===== src/rtl/s2p_lanes.sv =====
// Serial-to-parallel converter: gathers LANES accepted words into one flat output group,
// aligned to a frame sync, with run-time lane ordering and truncated-group detection.
module s2p_lanes #(
  parameter int unsigned WORDLENGTH = 16,
  parameter int unsigned LANES      = 4,
  parameter int unsigned LOG2_LANES = 2
) (
  input  logic                          clk,
  input  logic                          rst,
  input  logic                          enable,
  input  logic                          sync,
  input  logic                          order,
  input  logic [WORDLENGTH-1:0]         data_in,
  output logic [LANES*WORDLENGTH-1:0]   data_out,
  output logic                          out_valid,
  output logic [LOG2_LANES-1:0]         slot,
  output logic                          locked,
  output logic                          sync_err
);

  typedef enum logic {StUnlocked, StLocked} state_e;

  localparam logic [LOG2_LANES-1:0] LastSlot  = LOG2_LANES'(LANES - 1);
  localparam logic [LOG2_LANES-1:0] FirstNext = LOG2_LANES'(1);

  state_e                  state_q;
  logic [LOG2_LANES-1:0]   slot_q;
  logic [WORDLENGTH-1:0]   shreg_q [LANES];
  logic [WORDLENGTH-1:0]   shreg_d [LANES];
  logic [LANES*WORDLENGTH-1:0] group;
  logic                    group_done;

  // Register contents as they will be after this edge's shift; word 0 is the newest sample.
  always_comb begin
    shreg_d[0] = data_in;
    for (int unsigned i = 1; i < LANES; i++) begin
      shreg_d[i] = shreg_q[i-1];
    end
  end

  // Legacy order puts the newest sample in lane 0; natural order puts the oldest there.
  always_comb begin
    group = '0;
    for (int unsigned k = 0; k < LANES; k++) begin
      group[k*WORDLENGTH +: WORDLENGTH] = order ? shreg_d[LANES-1-k] : shreg_d[k];
    end
  end

  assign group_done = enable && !sync && (state_q == StLocked) && (slot_q == LastSlot);

  always_ff @(posedge clk or negedge rst) begin
    if (!rst) begin
      state_q   <= StUnlocked;
      slot_q    <= '0;
      data_out  <= '0;
      out_valid <= 1'b0;
      sync_err  <= 1'b0;
      for (int unsigned i = 0; i < LANES; i++) begin
        shreg_q[i] <= '0;
      end
    end else begin
      out_valid <= group_done;
      sync_err  <= 1'b0;
      if (enable) begin
        for (int unsigned i = 0; i < LANES; i++) begin
          shreg_q[i] <= shreg_d[i];
        end
      end
      if (group_done) begin
        data_out <= group;
      end
      unique case (state_q)
        StUnlocked: begin
          if (enable && sync) begin
            state_q <= StLocked;
            slot_q  <= FirstNext;
          end
        end
        StLocked: begin
          if (enable) begin
            if (sync) begin
              // A sync landing mid-group drops the partial group and restarts at slot 0.
              sync_err <= (slot_q != '0);
              slot_q   <= FirstNext;
            end else begin
              slot_q <= slot_q + FirstNext;
            end
          end
        end
        default: state_q <= StUnlocked;
      endcase
    end
  end

  assign slot   = slot_q;
  assign locked = (state_q == StLocked);

endmodule


===== config.mk =====
export PLATFORM = sky130hd
export DESIGN_NAME = s2p_lanes
export DESIGN_NICKNAME = d
export VERILOG_FILES = /design/src/rtl/s2p_lanes.sv
export SDC_FILE = /design/constraint.sdc
export NUM_CORES = 1
export LEC_CHECK = 0
export ABC_CLOCK_PERIOD_IN_PS = 1600
export BUFFER_PORTS_ARGS = -buffer_cell sky130_fd_sc_hd__buf_4
export CORE_ASPECT_RATIO = 1.25
export CORE_MARGIN = 5
export CORE_UTILIZATION = 51
export DETAILED_ROUTE_END_ITERATION = 10
export GPL_TIMING_DRIVEN = 0
export MAX_ROUTING_LAYER = met4
export PLACE_DENSITY = 0.76
export SLEW_MARGIN = 5
export SYNTH_ARGS = -nofsm -noshare
export SYNTH_HDL_FRONTEND = slang
export SYNTH_SLANG_ARGS = --single-unit

===== constraint.sdc =====
create_clock -name clk -period 1.6 [get_ports clk]
set_input_delay 0.08 -clock clk [delete_from_list [all_inputs] [get_ports clk]]
set_output_delay 0.08 -clock clk [all_outputs]
set_load 0.005 [all_outputs]

# Word level (Yosys, flattened, before mapping)
# Index checks and enable logic that the tools add are counted.
[word_totals]
ff_bits = 117
elab_cells = 33
output_inout_bits = 69
mem_count = 0
mem_bits_ro = 0
latch_bits = 0
ramBits = 0
in_bits = 21
[op_classes]
n_addsub = 1
magnitude_cmp = 0
n_mul = 0
shifts = 0
n_bitwise = 1
mux = 13
div = 0
n_eq_ne = 3
reduce_logical = 7
[ops]
columns = ["cell", "n"]
rows = [
  ["$mux W16", 4],
  ["$mux W2", 3],
  ["$mux W1", 5],
  ["$logic_and A1 B1 Y1", 4],
  ["$ne A2 B2 Y1 const B", 2],
  ["$pmux W2 S2", 1],
  ["$add A2 B1 Y2 const B", 1],
  ["$eq A2 B2 Y1 const B", 1],
  ["$reduce_and A2 Y1", 1],
  ["$reduce_bool A2 Y1", 1],
  ["$logic_not A1 Y1", 1],
  ["$not A1 Y1", 1],
]

# Logic depth before layout (Yosys ltp)
[depth]
word_depth = 4
depth_mapped = 5
mapped_depth_nobuf = 3

# Worst setup path after synthesis
# Ideal clock, no wire load.
[synth_path]
path_type = "register -> register"
startpoint = "reg slot_q[1], in the netlist slot[1]"
endpoint = "reg data_out[0]"
period_less_slack_ps = 1494
setup_ps = 125
arrival_ps = 1369
path_stages_with_launch = 6
setup_slack_ps = 106
path_cell_list = "dfrtp_1 > ha_1 > and4b_4 > buf_6 > buf_12 > mux2_4"
[synth_between]
elab_chain_len = 2
[synth_lines]
columns = ["item", "line_no", "rtl"]
rows = [
  ["start: declaration", "27", "logic [LOG2_LANES-1:0] slot_q;"],
  ["start signal: assignment", "76", "slot_q <= FirstNext;"],
  ["start signal: assignment", "84", "slot_q <= FirstNext;"],
  ["start signal: assignment", "86", "slot_q <= slot_q + FirstNext;"],
  ["$eq A2 B2 Y1", "49", "assign group_done = enable && !sync && (state_q == StLocked) && (slot_q == LastSlot);"],
  ["$logic_and A1 B1 Y1", "49", ""],
  ["end signal: assignment", "70", "data_out <= group;"],
  ["end: declaration", "14", "output logic [LANES*WORDLENGTH-1:0] data_out,"],
]
# No other way between the ends.
# A chain may end at the register's enable or synchronous reset.

# Worst setup path in the final report
[layout_path]
startpoint = "reg slot_q[0], in the netlist slot[0]"
endpoint = "reg data_out[1]"
# The elaborated chain is that of the path after synthesis.

==> results.md <==
- Clk buf depth: 2
- Inserted Diodes: 0
- Sw Ratio: 0.249
- Crit share post-route: 0.978
- ANT nets after route: 0
- DIE AREA: 12700 sq um
- Pleak: 3.20 nW
- Critical path class: reg -> reg
- Worst path max stage delay: 0.37 ns
- EDFF count, synth: 0
- Die Y: 125 um
- Die Wd: 102 um
- Placeable Area: 10500 sq um
- # DRC: 0
- Total Routing Usage GR: 0.209
- Cell with the most instances after synthesis: mux2_2
- Total power: 11.7 mW
- Clock slew at reported path FFs: 0.05 ns
- Ys async rst share: 1.00
- Final hold viol count: 0
- DP HPWL: 7700 um
- Clock Skew: 0.00906 ns
- #FFs+latches synth: 117
- Setup_tns: 0 ns
- CP most frequent cell: buf_12
- Max_slew headroom: 0.689
- Crit start category: register
- Dpl cells: 544
- Hold Path Class: in -> async
- Mapped cell area: 5380 sq um
- H-tree depth: 4
- Worst-skew pair later-pin latency: 0.40 ns
- Commonest cells in the synthesized netlist: 127 x mux2_2, 117 x dfrtp_1, 49 x mux2_4
- Post-synth top area cell: dfrtp_1
- Net Switching: 2.91 mW
- Root Buffer: clkbuf_16
- Combinational cell fraction of total power: 0.286
- Main synth FF type: dfrtp_1
- Drt initial violations: 119
- CP Cell Sequence: ha_1 -> and4b_4 -> buf_12 -> buf_12 -> mux2_4
- Final core occ: 0.670
- Worst-Margin Slew: 0.467 ns
- IO Port Bufs: 87
- Final Wtd Congestion: 0.743
- RSZ-0062 raised after global routing: yes
- Area growth, synth to finish: 30.2%
- Largest net degree at the start of global routing: 94
- Fraction of layout cells with a size suffix above 1: 0.673
- Starting Density: 0.515
- Final setup viols: 0
- Power per cell area: 1670 nW/um^2
- Max-slew violation count: 0
- Mapped Cells: 324
- Critical Path AT: 1.85 ns
- Max-Cap Viols: 0
- Vias: 3143
- # IOs: 90
- Status: finished, final reports clean
- TritonCTS clock tree: yes
- Number of fill cells: 735
- CP max FO: 10
- Clock power frac: 0.314
- Drt via density: 5.29
- Synth top area cells: dfrtp_1 54%, mux2_2 27%, mux2_4 14%, buf_12 1.9%, buf_2 1.1%
- Max Clk Rate: 639 MHz
- Global-route wire length before repair: 19400 um
- P_int: 8.79 mW
- Cell Rows: 42
- Clock Sinks: 117
- Vias in the first global route: 3476
- Cell Count, Final, Fillers Out: 594
- Critical path's slowest cell: dfrtp_1
- Pre-antenna DRT Iters: 4
- Initial antenna violation count: 0
- YS warnings: 0
- CTS Buf Count: 17
- Tmin final: 1.56 ns
- DR WL/cell: 20.4 um
- Distinct cell type count after synthesis: 15
- Routed WL: 12100 um
- Post-synthesis sequential area ratio: 0.544
- Synth top area share: 0.544
- Worst path required time: 1.88 ns
- Crit. End Element: register
- Peak supply drop: 0.872 mV
- Sequential share of power: 0.400
- Overflow after GRT: 0
- Total Nets Final: 474
- Post-Syn Nets: 347
- Syn_area_per_cell: 16.6 sq um
-- power groups by stage --
| stage | clock network (mW) | registers [mW] | logic [mW] |
|---|---|---|---|
| finish | 3.67 | 4.68 | 3.34 |
| global placement | 0 | 4.68 | 3.26 |
| CTS | 3.72 | 4.68 | 3.40 |
| detailed placement | 0 | 4.71 | 3.33 |
| floorplan | 0 | 4.60 | 1.63 |
| global route | 3.88 | 4.80 | 3.60 |
-- worst max-delay path: cells and delay by family (launching register included) --
kind          cells  cell delay [ns]
flops             1             0.37
simple gates      1             0.27
buf+inv           2             0.33
fa+ha+maj         1             0.16
mux               1             0.32
-- metrics by stage --
stage | hold WS [ns] | worst slack, ns | area, sq um
2_1_floorplan | -0.216 | 0.106 | 5380
3_3_place_gp | 0.314 | -0.00673 | 6200
3_5_place_dp | -0.0415 | -0.0364 | 6230
4_1_cts | 0.0919 | 0.0194 | 7010
5_1_grt | 0.119 | -0.00124 | 7010
6_report | 0.103 | 0.0358 | 7010
-- final timing paths --
check	startpoint	end	slack, ns	cells after the start
worst max-delay path	slot[0]	data_out[1]	0.04	5
worst min-delay path	rst	data_out[13]	0.10	2
worst max register to register	slot[0]	data_out[1]	0.04	5
worst min register to register	data_out[41]	data_out[41]	0.50	1
max in group asynchronous	rst	data_out[52]	0.77	3
min in group clk	order	data_out[32]	0.11	3
-- routing by layer --
metal,vias to the layer above,GRT usage,part of all wire
met5,-,-,0
met4,0,0.0633,0.010
met3,7,0.0471,0.039
met2,70,0.327,0.51
met1,1643,0.273,0.44
li1,1423,-,-
-- final cells by class --
type                            instances  area (sq um)  share of cell area
Sequential cell                       117          2930               0.418
Multi-Input combinational cell        185          2250               0.322
Timing Repair Buffer                  108           882               0.126
Clock buffer                           26           499              0.0712
Buffer                                 20           205              0.0293
Tap cell                              132           165              0.0236
Clock inverter                          4          70.1             0.00999
Inverter                                2          7.51             0.00107
-- registers in the layout, indices dropped and copies added (netlist names) --
register   flops
shreg_d       48
data_out      64
locked         1
out_valid      1
slot           2
sync_err       1
-- cell families after synthesis --
family | Yosys count | share of synthesized area
muxes | 177 | 0.404
DFF | 117 | 0.544
buffers and inverters | 22 | 0.0374
AOI/OAI and AO/OA | 3 | 0.00395
and+or+nand+nor | 3 | 0.00604
adders and majority gates | 2 | 0.00465
-- cell usage in the layout, fill, tap and decap left out --
cell type,netlist,layout
buf_2,12,11
clkbuf_16,0,17
clkbuf_8,0,4
ha_1,2,2
mux2i_1,1,1
and3b_1,1,1
a21o_1,1,1
mux2_2,127,127
clkbuf_1,0,5
and4b_4,1,1
and4b_1,1,1
a22o_1,1,1
clkinv_2,0,2
bufinv_16,0,2
inv_1,2,2
buf_12,5,6
o21ai_0,1,1
mux2_4,49,49
dlygate4sd3_1,0,19
buf_16,0,1
buf_4,0,88
buf_6,3,3
dfrtp_1,117,117
-- repair_timing --
item | 4_1_cts | 5_1_grt
resized for setup | 3 | 0
endpoints found under the setup margin | 59 | 15
hold buffers | 19 | 0
pin swaps | 0 | 1
hold endpoints to repair | 136 | 0
buffers inserted | 1 | 0
Note: power is estimated with default switching activity, not from simulation.
